**config.mk**
```make
export PLATFORM = sky130hd
export DESIGN_NAME = n2t_fetch
export DESIGN_NICKNAME = d
export VERILOG_FILES = /design/src/rtl/n2t_fetch.sv
export SDC_FILE = /design/constraint.sdc
export NUM_CORES = 1
export LEC_CHECK = 0
export BUFFER_PORTS_ARGS = -buffer_cell sky130_fd_sc_hd__buf_2
export CAP_MARGIN = 30
export CORE_UTILIZATION = 50
export CTS_CLUSTER_DIAMETER = 150
export DETAILED_ROUTE_END_ITERATION = 16
export PLACE_DENSITY = 0.78
export SLEW_MARGIN = 0
export SYNTH_ARGS = -nofsm -noshare
export SYNTH_HDL_FRONTEND = slang
export SYNTH_SLANG_ARGS = --single-unit
```
**constraint.sdc**
```tcl
create_clock -name clk -period 2.05 [get_ports clk]
set_input_delay 0.1025 -clock clk [delete_from_list [all_inputs] [get_ports clk]]
set_output_delay 0.1025 -clock clk [all_outputs]
set_load 0.03 [all_outputs]
```
**src/rtl/n2t_fetch.sv**
```systemverilog
// n2t_fetch: instruction fetch stage driving n2t_PC and the instruction ROM.
// Optional one-entry prefetch buffer enabled by `define N2T_FETCH_PREFETCH_EN.
module n2t_fetch #(
    parameter int ADDR_W = 15
) (
    input  logic              clk,
    input  logic              reset_n,
    output logic              pc_inc,
    output logic              pc_load,
    output logic [15:0]       pc_din,
    output logic              mem_req,
    output logic [ADDR_W-1:0] mem_addr,
    input  logic              mem_ack,
    input  logic [15:0]       mem_rdata,
    output logic [15:0]       instr,
    output logic [15:0]       instr_addr,
    output logic              instr_valid,
    input  logic              instr_ready,
    input  logic              jump,
    input  logic [15:0]       jump_target
);

    typedef enum logic [2:0] {
        IDLE,
        REQ,
        WAIT,
        HOLD,
        DRAIN
    } state_t;

    state_t      state;
    logic [15:0] fetch_addr;
    logic        xfer;
    logic        take;
    logic        park;

    assign xfer = instr_valid & instr_ready;
    assign take = (state == WAIT) & mem_ack;

`ifdef N2T_FETCH_PREFETCH_EN
    logic [15:0] buf_data;
    logic [15:0] buf_addr;
    logic        buf_valid;
    logic [1:0]  occ_next;

    // Park in HOLD only when instr and the buffer will both be occupied.
    always_comb begin
        occ_next = {1'b0, instr_valid} + {1'b0, buf_valid}
                 + {1'b0, take} - {1'b0, xfer};
        park     = (occ_next == 2'd2);
    end
`else
    assign park = 1'b1;
`endif

    always_ff @(posedge clk or negedge reset_n) begin
        if (!reset_n) begin
            state       <= IDLE;
            fetch_addr  <= '0;
            pc_inc      <= 1'b0;
            pc_load     <= 1'b0;
            pc_din      <= '0;
            mem_req     <= 1'b0;
            mem_addr    <= '0;
            instr       <= '0;
            instr_addr  <= '0;
            instr_valid <= 1'b0;
`ifdef N2T_FETCH_PREFETCH_EN
            buf_data    <= '0;
            buf_addr    <= '0;
            buf_valid   <= 1'b0;
`endif
        end else begin
            pc_inc  <= 1'b0;
            pc_load <= 1'b0;
            if (jump) begin
                fetch_addr  <= jump_target;
                pc_load     <= 1'b1;
                pc_din      <= jump_target;
                instr_valid <= 1'b0;
`ifdef N2T_FETCH_PREFETCH_EN
                buf_valid   <= 1'b0;
`endif
                // An unanswered ROM read must complete before re-issuing.
                if ((state == WAIT || state == DRAIN) && !mem_ack) begin
                    state <= DRAIN;
                end else begin
                    state   <= REQ;
                    mem_req <= 1'b0;
                end
            end else begin
`ifdef N2T_FETCH_PREFETCH_EN
                if (xfer) begin
                    if (buf_valid) begin
                        instr      <= buf_data;
                        instr_addr <= buf_addr;
                        if (take) begin
                            buf_data <= mem_rdata;
                            buf_addr <= fetch_addr;
                        end else begin
                            buf_valid <= 1'b0;
                        end
                    end else if (take) begin
                        instr      <= mem_rdata;
                        instr_addr <= fetch_addr;
                    end else begin
                        instr_valid <= 1'b0;
                    end
                end else if (take) begin
                    if (instr_valid) begin
                        buf_data  <= mem_rdata;
                        buf_addr  <= fetch_addr;
                        buf_valid <= 1'b1;
                    end else begin
                        instr       <= mem_rdata;
                        instr_addr  <= fetch_addr;
                        instr_valid <= 1'b1;
                    end
                end
`else
                if (take) begin
                    instr       <= mem_rdata;
                    instr_addr  <= fetch_addr;
                    instr_valid <= 1'b1;
                end else if (xfer) begin
                    instr_valid <= 1'b0;
                end
`endif
                if (take) begin
                    fetch_addr <= fetch_addr + 16'd1;
                    pc_inc     <= 1'b1;
                end
                unique case (state)
                    IDLE: state <= REQ;
                    REQ: begin
                        mem_req  <= 1'b1;
                        mem_addr <= fetch_addr[ADDR_W-1:0];
                        state    <= WAIT;
                    end
                    WAIT: begin
                        if (mem_ack) begin
                            mem_req <= 1'b0;
                            state   <= park ? HOLD : REQ;
                        end
                    end
                    HOLD: begin
                        if (xfer) state <= REQ;
                    end
                    DRAIN: begin
                        if (mem_ack) begin
                            mem_req <= 1'b0;
                            state   <= REQ;
                        end
                    end
                    default: state <= IDLE;
                endcase
            end
        end
    end

endmodule
```
## Word-level counts from Yosys, hierarchy flattened

Cells that the tools add are included.
Widths: inputs -> output; s select.

- Output and inout bits: 67
- Bits of input ports: 37
- Word-level logic and storage cells: 53
- Bits in registers: 86

- $add $sub $neg: 1
- Eq/ne operators: 9
- Bitwise operators: 3
- Reduce and logical (&&, ||, !) cells: 12
- Muxes and demuxes: 18

Operators with widths:

| cell | number |
|---|---|
| $mux 16 | 2 |
| $add 16x1->16 const B | 1 |
| $mux 3 | 5 |
| $pmux 3 s5 | 1 |
| $mux 1 | 9 |
| $ne 3x3->1 const B | 3 |
| $eq 3x2->1 const B | 2 |
| $reduce_and 3->1 | 2 |
| $reduce_bool 3->1 | 2 |
| $reduce_and 2->1 | 2 |
| $eq 3x1->1 const B | 1 |
| $eq 3x3->1 const B | 1 |
| $logic_not 3->1 | 1 |
| $ne 3x1->1 const B | 1 |
| $and 1x1->1 | 2 |
| $ne 2x2->1 const B | 1 |
| $pmux 1 s2 | 1 |
| $reduce_bool 2->1 | 1 |
| $reduce_or 2->1 | 1 |
| $logic_and 1x1->1 | 1 |
| $logic_not 1->1 | 1 |
| $logic_or 1x1->1 | 1 |
| $not 1->1 | 1 |

## Depth between registers and ports, before layout

Gate-level depths: netlist (run 1).

- Depth after elaboration: 5
- Gate-level depth with buffers: 6
- Depth with buffers taken out: 5

## Worst setup path after synthesis (run 1)

No wires, ideal clock.

- Path type: reg-to-reg
- Start point: reg state[2]
- End point: reg instr[0]
- Stages on the path, launching flop included: 7
- Setup slack: 243 ps
- Setup time: 125 ps
- Clock period less this slack: 1807 ps
- Required time: 1925 ps
- Data arrival time: 1682 ps
- Buffers on the path: 3
- Cells stage by stage: dfrtp_1 -> buf_6 -> nand4bb_4 -> clkbuf_1 -> nor2_2 -> buf_2 -> mux2_2

- Cells in the longest elaborated chain, start to end: 3

RTL lines:

| element | line | source |
|---|---|---|
| start, declared | 31 | `state_t state;` |
| start signal, assigned | 143 | `state <= park ? HOLD : REQ;` |
| $eq 3x2->1 | 38 | `assign take = (state == WAIT) & mem_ack;` |
| $and 1x1->1 | 38 |  |
| $reduce_and 2->1 (no line) | n/a |  |
| end signal, assigned | 122 | `instr <= mem_rdata;` |
| end, declared | 15 | `output logic [15:0] instr,` |

No other way between the ends.
A chain may end at the register's enable or synchronous reset.

## Worst setup path in the final report (run 1)

- Start point: reg fetch_addr[8]
- End point: reg fetch_addr[14]

- Cells in the longest elaborated chain, start to end: 3

RTL lines:

| element | line | source |
|---|---|---|
| start, declared | 32 | `logic [15:0] fetch_addr;` |
| start signal, assigned | 77 | `fetch_addr <= jump_target;` |
| start signal, assigned | 130 | `fetch_addr <= fetch_addr + 16'd1;` |
| $add 16x1->16 | 130 |  |
| $mux 16 | 129 | `if (take) begin` |
| $mux 16 | 76 | `if (jump) begin` |

No other way between the ends. The select of a mux whose other input is x is not followed.

==> results.yml, run 1 <==
status:
  result_of_the_run: "completed"
finish:
  layout.cells.most_common: "buf_2"
  syn_to_final_growth_pct: 33.7
  num_antenna_cells: 0
  finalInstanceArea_mm2: 0.00473
  layout-drive-gt1-share_pct: 44.9
  seq_area_mm2: 0.00215
  nets: 454
  finish.cell_count_without_fillers: 517
  multi_input_comb_area_mm2: 0.00127
  layout_common_cells: "buf_2 (102), dfrtp_1 (86), mux2_2 (52)"
  fin_util_pct: 69.6
  layout.filler_cells: 474
sta:
  rsz0062_at_grt: "no"
  timing.final.setup_violations: 0
  final.period_utilization_pct: 90.0
  drv_slew: 0
  number_of_hold_violations_in_the_final_report: 0
  slew_headroom_pct: 60.1
  timing.hold.ws_ps: 0.806
  max_freq_mhz: 542
  time_the_worst_path_needs_with_i_o_delays_and_setup_ps: 1840
  final.setup_skew_ps: 9.36
  worst-slew-pin-transition_ps: 598
  timing.final.ws_setup_ps: 205
  setup_tns_ps: 0
clocking:
  tritoncts_num_sinks: 86
  numCtsBuffers: 9
  post_cts.resized_instances: 0
  worst_setup_hold_path_clk_slew_ps: 90
  htreeDepth: 3
  cts_root_buf: "clkbuf_8"
  clk_latency_ps: 350
  cts.path.max_buffers: 2
  cts_tree: "yes"
place:
  placement.setup.worst_slack_ps: 241
  placement.io_buffers: 103
  placer_congestion_estimate: 0.850
  detailedPlacementHpwl_mm: 5.02
  cell_count_after_placement: 473
  post_dp_cell_area_mm2: 0.00422
floorplan:
  num_io_pins: 104
  floorplan.die_area_mm2: 0.00741
  starting_density_of_the_core_pct: 52.0
  width_of_the_die_um: 86.1
  core_area_mm2: 0.00679
  die_y_um: 86.1
  rows: 30
global_routing:
  overflow: 0
  antenna_found_initial: 0
  most_used_routing_layer: "met2"
  pin_count_of_the_biggest_net_entering_global_routing: 56
  grtUsageMet2_pct: 34.3
  met3_usage_pct: 5.58
  grt_use_met1_pct: 28.6
  groute.usage.overall_pct: 21.6
  grt_first_pass_wirelength_mm: 12.2
  first_global_vias: 2556
routing:
  via_count: 2613
  routed_wl_mm: 7.54
  detailedRoute.firstIterationViolations: 90
  detailedRoute.firstPassIterationCount: 4
  avgRoutedWirePerCell_um: 14.6
  drc_errors: 0
  vias_per_cell: 5.05
  antenna_violating_nets_post_route: 0
critical_path:
  r2r_setup_slack_ps: 210
  required_ps: 2320
  crit_arrival_ps: 2120
  critical_path.max_fanout: 7
  worst_setup_path_start_kind: "flip-flop"
  first_element_of_the_critical_path: "fetch_addr[8]"
  worstReg2RegEnd: "fetch_addr[14]"
  rr_startpoint: "fetch_addr[8]"
  timing.critical_path.to_type: "flip-flop"
  endpoint: "fetch_addr[14]"
  worstRegToRegCells: 4
  timing.setup.critical_path_class: "reg -> reg"
synth:
  synth_top_area_share_pct: 60.9
  synth_top_cells_by_area: "dfrtp_1 (61%), mux2_2 (17%), o21ai_0 (4.0%), xnor2_1 (2.2%), nand2_1 (2.0%)"
  syn_area_mm2: 0.00354
  synth.lib_cells_used.distinct: 38
  syn_avg_cell_area_um2: 12.8
  syn_inst: 276
  library_cell_with_the_largest_summed_area_after_synthesis: "dfrtp_1"
  synth_seq_cells: 86
  synth_seq_area_share_pct: 60.9
  synth_nets: 314
  yosys_warnings: 0
power:
  cellLeakagePower_nw: 2.23
  ir_drop_uv: 750
  power.density_mw_per_mm2: 1200
  power_mw: 5.66
job:
  cap_viol_max_count: 0
worst_hold_path:
  kind_of_path_behind_the_tightest_hold_check: "in -> reg"
[state kept, by name (all words and copies together) (netlist names), 3 cells and up]
name        flops
fetch_addr     16
instr          16
instr_addr     16
pc_din         16
mem_addr       15
state           3
[kinds of logic (layout without fill, tap and decap cells)]
kind of cell | Yosys count | count (layout) | synth area share [%]
and+or+nand+nor | 56 | 56 | 9.38
xor gates and xnor gates | 12 | 12 | 2.97
DFF | 86 | 86 | 60.9
muxes | 53 | 53 | 16.8
adders and majority gates | 1 | 1 | 0.354
AOI/OAI and AO/OA | 39 | 39 | 6.05
buffers and inverters | 29 | 174 | 3.54
[how the worst min path moves through the flow]
stage	end	cells after the start	start	slack [ps]
3_5_place_dp	pc_din[5]	1	reset_n	70
5_1_grt	pc_din[2]	3	jump_target[2]	0.4
2_1_floorplan	fetch_addr[0]	0	reset_n	-190
6_report	pc_din[2]	3	jump_target[2]	0.8
3_3_place_gp	pc_din[5]	1	reset_n	70
4_1_cts	pc_din[2]	3	jump_target[2]	3
[where the power goes]
group / total [mW] / internal [mW] / leakage (nW) / switching, mW
Combinational: 1.95 / 0.702 / 1.07 / 1.24
Clock: 1.33 / 0.706 / 0.117 / 0.627
Sequential: 2.38 / 2.13 / 1.05 / 0.250
[per-layer routing]
layer	part of all wire (%)	wire [um]
met1	46	3440
met2	47	3560
met3	5.2	390
met4	2.0	153
met5	0	0
[final cells by class]
class | instances | area share [%]
tap | 96 | 2.54
clock inverter | 7 | 2.17
timing repair buffer | 143 | 19.1
clock buffer | 9 | 2.62
inverter | 15 | 1.19
sequential | 86 | 45.5
multi-input combinational | 161 | 26.9
[cell usage after synthesis (all sizes together)]
cell type,count
nand3b,1
nor4,4
buf,7
a21oi,2
nand4bb,1
a31oi,4
nand2b,2
nand3,2
nor4b,1
o21ai,28
a22oi,1
nand2,19
or4b,1
o21bai,1
clkinv,1
nor2,6
nand4b,1
clkbuf,7
xnor2,9
and3,2
nand4,7
a211oi,1
o41ai,1
and4bb,1
nor3,5
mux2,52
mux2i,1
dfrtp,86
o31ai,1
or4,1
ha,1
xor2,3
or3,2
inv,14
[timing repair]
action                                  in CTS  in global routing
endpoints found under the setup margin       0                  0
hold endpoints to repair                    67                  0
hold buffers                                28                  0
setup buffers                                0                  0
[worst max-delay path, cell delays in order (launching register included)]
cell     delay (ps)
dfrtp_1         460
and3_1          240
nand4_1         220
or4b_2          680
a31oi_1         180
Power figures use the tool's default switching activity.
==> inputs of run 2 (changes only) <==
Settings changed: ABC_AREA from default to 1, PLACE_DENSITY 0.78 to 0.77.
==> run 2 against run 1 <==
Clock skew decreased by 1.5 ps. Synthesized cell count increased by 53%. Worst setup slack improved by 100 ps. Utilization decreased by 2.3 points. Design area decreased by 1.7%. Critical path type unchanged. Critical endpoint is now fetch_addr[0].
==> results.yml, run 2 <==
status:
  result_of_the_run: "completed"
finish:
  layout-drive-gt1-share_pct: 23.3
  layout_common_cells: "nand2_1 (165), buf_2 (102), dfrtp_1 (86)"
  num_antenna_cells: 0
  finalInstanceArea_mm2: 0.00465
  seq_area_mm2: 0.00215
  layout.filler_cells: 586
  multi_input_comb_area_mm2: 0.00127
  fin_util_pct: 67.3
  nets: 586
  layout.cells.most_common: "nand2_1"
  syn_to_final_growth_pct: 27.5
synth:
  synth_seq_cells: 86
  yosys_warnings: 0
  syn_avg_cell_area_um2: 8.61
  synth_top_cells_by_area: "dfrtp_1 (59%), nand2_1 (17%), o21ai_0 (4.9%), nand3_1 (3.6%), inv_1 (3.5%)"
  synth.lib_cells_used.distinct: 30
  synth_seq_area_share_pct: 59.1
  yosys.cell_count.top_type: "nand2_1"
  postSynth.asyncResetShare_pct: 100
  syn_area_mm2: 0.00364
  syn_inst: 423
  synth_ff_type: "dfrtp_1"
  synth_nets: 461
  synth.top_cells.by_count: "nand2_1 (165), dfrtp_1 (86), o21ai_0 (36)"
  library_cell_with_the_largest_summed_area_after_synthesis: "dfrtp_1"
  synth_top_area_share_pct: 59.1
  synth_edf_count: 0
clocking:
  post_cts.resized_instances: 0
  cts.path.max_buffers: 2
  clk_latency_ps: 350
  numCtsBuffers: 9
  postCtsSetupBuffers: 0
  cts_tree: "yes"
  cts_hold_repair.buffers: 24
  htreeDepth: 3
  tritoncts_num_sinks: 86
  worst_setup_hold_path_clk_slew_ps: 90
  cts_root_buf: "clkbuf_8"
global_routing:
  grt_first_pass_wirelength_mm: 14.1
  overflow: 0
  first_global_vias: 2939
  antenna_found_initial: 0
  groute.usage.overall_pct: 24.3
  pin_count_of_the_biggest_net_entering_global_routing: 46
critical_path:
  timing.critical_path.slowest_stage_cell: "dfrtp_1"
  critical-path-top-delay-family: "simple AND/OR/NAND/NOR gates"
  worst-path-buf-inv: 2
  endpoint: "fetch_addr[0]"
  r2r_setup_slack_ps: 310
  worst_setup_path_start_kind: "flip-flop"
  worst_path_largest_cell_delay_ps: 440
  crit_top_cell: "nor2_4"
  required_ps: 2280
  timing.setup.critical_path_class: "reg -> reg"
  critical_path_cell_sequence: "inv_2, nor2_4, nand2_2, nor2_4, nand2_4, clkinv_2, nand2_1, o211ai_1"
  worstReg2RegEnd: "fetch_addr[0]"
  timing.critical_path.to_type: "flip-flop"
  first_element_of_the_critical_path: "state[1]"
  crit_arrival_ps: 1970
  critical_path.max_fanout: 26
  worstRegToRegCells: 8
  rr_startpoint: "state[1]"
  timing.critical_path.depth: 8
place:
  detailedPlacementHpwl_mm: 5.88
  placement.io_buffers: 103
  placer_congestion_estimate: 0.901
  post_dp_cell_area_mm2: 0.00424
power:
  power_mw: 6.04
  ir_drop_uv: 782
  power.density_mw_per_mm2: 1300
  cellLeakagePower_nw: 2.53
sta:
  timing.hold.ws_ps: 13.9
  slew_headroom_pct: 48.9
  timing.final.setup_violations: 0
  max_freq_mhz: 575
  rsz0062_at_grt: "no"
  setup_tns_ps: 0
  worst-slew-pin-transition_ps: 765
  final.setup_skew_ps: 7.83
  time_the_worst_path_needs_with_i_o_delays_and_setup_ps: 1740
  drv_slew: 0
  number_of_hold_violations_in_the_final_report: 0
  final.period_utilization_pct: 84.9
routing:
  antenna_violating_nets_post_route: 0
  wl_met2_mm: 3.94
  vias_per_cell: 4.90
  detail_route.wirelength.met1_mm: 4.09
  dr_wl_met3_um: 513
  via_count: 3178
  detailedRoute.firstIterationViolations: 196
  topRoutingLayerUsed: "met4"
  drc_errors: 0
  detailedRoute.firstPassIterationCount: 4
  avgRoutedWirePerCell_um: 13.3
  routed_wl_mm: 8.62
floorplan:
  num_io_pins: 104
  width_of_the_die_um: 87.4
  core_area_mm2: 0.00691
  starting_density_of_the_core_pct: 52.8
  floorplan.die_area_mm2: 0.00763
  die_y_um: 87.4
  rows: 30
job:
  cap_viol_max_count: 0
worst_hold_path:
  kind_of_path_behind_the_tightest_hold_check: "in -> reg"
[run 2: cell types whose count changed in the layout (fill, tap and decap cells not counted), sizes merged, moves of 4 or more]
cell         previous run  this run
nand3                   2        26
xnor2                   9         1
buf                   115       107
dlygate4sd3            28        24
nor2                    6        21
mux2                   52         0
nand4                   7         2
inv                    18        37
o21ai                  28        43
nand2                  19       167
nor4                    4         0
[run 2: how the worst min path moves through the flow]
stage | from | cells after the start | endpoint
floorplan | reset_n | 0 | fetch_addr[0]
global placement | reset_n | 1 | mem_addr[2]
detailed placement | reset_n | 1 | instr_addr[2]
CTS | jump_target[9] | 3 | pc_din[9]
global route | jump_target[6] | 3 | pc_din[6]
finish | jump_target[6] | 3 | pc_din[6]
[run 2: logic make-up (layout without fill, tap and decap cells)]
| group | after synthesis | after routing | synth area share, % |
|---|---|---|---|
| DFF | 86 | 86 | 59.1 |
| xor gates and xnor gates | 4 | 4 | 0.962 |
| and+or+nand+nor | 220 | 220 | 24.6 |
| adders and majority gates | 1 | 1 | 0.343 |
| buffers and inverters | 53 | 183 | 6.18 |
| AOI/OAI and AO/OA | 59 | 59 | 8.86 |
[run 2: report_power, final]
group          switching, mW  internal [mW]  total [mW]
Sequential             0.335           2.24        2.57
Clock                  0.600          0.442        1.04
Combinational           1.72          0.703        2.42
Total                   2.65           3.38        6.04
[run 2: layer usage]
metal | GRT usage, % | up-vias
met5 | 0 | -
met4 | 8.79 | 0
met3 | 3.60 | 8
met2 | 37.3 | 119
met1 | 35.3 | 1466
li1 | - | 1585
[run 2: tightest hold or removal path, cell delays in order]
cell,delay (ps)
buf_2,80
nand2_1,80
nand2_1,80
[run 2: final cells by class]
cell class	count	area share [%]
Inverter	36	2.93
Multi-Input combinational cell	284	27.2
Sequential cell	86	46.3
Clock buffer	9	2.67
Clock inverter	7	1.02
Tap cell	96	2.58
Timing Repair Buffer	131	17.2
[run 2: through the flow]
stage	setup WS, ps	std cells
floorplan	804	423
detailed placement	327	609
finish	310	649
global route	125	649
global placement	420	609
CTS	324	649
==> inputs of run 3 (changes only) <==
Clock period 2.05 ns to 1.7 ns, I/O delays scaled along.
==> run 3 against run 2 <==
Sequential power rose by 21%. Cell count grew 2.2%. Utilization increased by 2.5 points. Die area stayed put. Register-to-register slack lost 150 ps. Count of clock-buffer cells in the layout is the same. Largest power group unchanged.
==> results.yml, run 3 (same netlist as run 2, synthesis figures left out) <==
status:
  result_of_the_run: "completed"
sta:
  drv_slew: 0
  final.period_utilization_pct: 90.3
  worst-slew-pin-transition_ps: 498
  timing.final.setup_violations: 0
  slew_headroom_pct: 66.8
  time_the_worst_path_needs_with_i_o_delays_and_setup_ps: 1540
  final.setup_skew_ps: 9.02
  timing.hold.ws_ps: 26.5
  setup_tns_ps: 0
  number_of_hold_violations_in_the_final_report: 0
  max_freq_mhz: 651
  rsz0062_at_grt: "no"
worst_hold_path:
  kind_of_path_behind_the_tightest_hold_check: "in -> reg"
  hold_depth: 3
power:
  ir_drop_uv: 876
  cellLeakagePower_nw: 2.60
  power.density_mw_per_mm2: 1570
critical_path:
  timing.critical_path.depth: 7
  critical_path.max_fanout: 11
  crit_arrival_ps: 1780
  worst-path-buf-inv: 1
  timing.critical_path.slowest_stage_cell: "dfrtp_1"
  worst_setup_path_start_kind: "flip-flop"
  timing.setup.critical_path_class: "reg -> reg"
  critical_path_cell_sequence: "inv_1, nand2_1, nor2_1, nand2_1, nand2_1, o21ai_0, o21bai_1"
  timing.critical_path.to_type: "flip-flop"
  worstRegToRegCells: 7
  worst_path_largest_cell_delay_ps: 430
  critical-path-top-delay-family: "simple AND/OR/NAND/NOR gates"
  required_ps: 1940
  crit_top_cell: "nand2_1"
routing:
  avgRoutedWirePerCell_um: 13.8
  vias_per_cell: 5.03
  routed_wl_mm: 9.13
  topRoutingLayerUsed: "met4"
  detailedRoute.firstIterationViolations: 192
  detail_route.wirelength.met1_mm: 4.17
  wl_met2_mm: 4.21
  dr_wl_met3_um: 553
  antenna_violating_nets_post_route: 0
  detailedRoute.firstPassIterationCount: 5
  via_count: 3334
  drc_errors: 0
floorplan:
  num_io_pins: 104
  floorplan.die_area_mm2: 0.00763
  die_y_um: 87.4
  width_of_the_die_um: 87.4
  rows: 30
  core_area_mm2: 0.00691
  starting_density_of_the_core_pct: 52.8
clocking:
  cts.path.max_buffers: 2
  tritoncts_num_sinks: 86
  worst_setup_hold_path_clk_slew_ps: 90
  numCtsBuffers: 9
  cts_root_buf: "clkbuf_8"
  cts_tree: "yes"
  clk_latency_ps: 360
  htreeDepth: 3
finish:
  syn_to_final_growth_pct: 32.2
  layout.cells.most_common: "nand2_1"
  num_antenna_cells: 0
  layout_common_cells: "nand2_1 (165), buf_2 (102), dfrtp_1 (86)"
  nets: 600
  layout-drive-gt1-share_pct: 24.5
  finish.cell_count_without_fillers: 663
place:
  cell_count_after_placement: 613
  placement.io_buffers: 103
  detailedPlacementHpwl_mm: 6.10
  placer_congestion_estimate: 0.904
global_routing:
  first_global_vias: 3190
  pin_count_of_the_biggest_net_entering_global_routing: 41
  antenna_found_initial: 0
  groute.usage.overall_pct: 26.3
  overflow: 0
  grt_first_pass_wirelength_mm: 15.1
job:
  cap_viol_max_count: 0
run 3: changes by cell type in the layout (fill, tap and decap cells not counted), sizes merged:
| cell | previous run | this run |
|---|---|---|
| buf | 107 | 114 |
| dlygate4sd3 | 24 | 30 |
| clkinv | 4 | 2 |
| clkinvlp | 2 | 4 |
| bufinv | 0 | 1 |
run 3: routing by layer:
metal,up-vias,GRT usage [%]
li1,1622,-
met4,0,10.3
met5,-,0
met1,1572,37.7
met2,123,39.8
met3,17,4.83
run 3: final cells by class:
type / count / area (um^2)
repair inverters: 1 / 7.51
flip-flops and latches: 86 / 2150
clock inverters: 7 / 72.6
clock buffers: 9 / 124
repair buffers: 144 / 926
inverters: 36 / 141
multi-input cells: 284 / 1270
fillers: 602 / 2090
well taps: 96 / 120
run 3: path summary, 6_finish.rpt:
path,slack (ps),start,to
min in group asynchronous,230,reset_n,mem_addr[1]
max reg2reg,160,state[2],fetch_addr[7]
min reg2reg,470,pc_din[5],pc_din[5]
max,160,state[2],fetch_addr[7]
max in group asynchronous,840,reset_n,instr_addr[4]
min,30,jump_target[13],pc_din[13]
run 3: worst reg2reg max path, delay by kind of cell, from the launching register on:
family / cells / cell delay, ps
simple gates: 4 / 570
compound gates: 2 / 310
flops: 1 / 430
buf+inv: 1 / 110
run 3: report_power, final:
part / internal, mW / leakage, nW / switching [mW]
registers: 2.70 / 1.07 / 0.407
logic: 0.912 / 1.44 / 2.14
clock network: 0.683 / 0.0960 / 0.737
total: 4.29 / 2.60 / 3.29
run 3: repair_timing:
item / CTS / global route
gates resized for setup: 0 / 5
buffers inserted: 0 / 3
hold endpoints to repair: 68 / 0
endpoints found under the setup margin: 0 / 19
hold buffers: 30 / 0
run 3: through the flow:
step	power [mW]	utilization [%]	instance area, um^2	worst slack (ps)
after global routing	8.07	69.7	4820	45.5
final	7.58	69.7	4820	164
after detailed placement	6.05	61.9	4280	150
after global placement	5.96	61.9	4280	233
after floorplan	5.11	-	3640	454
after CTS	7.52	69.1	4770	46.2
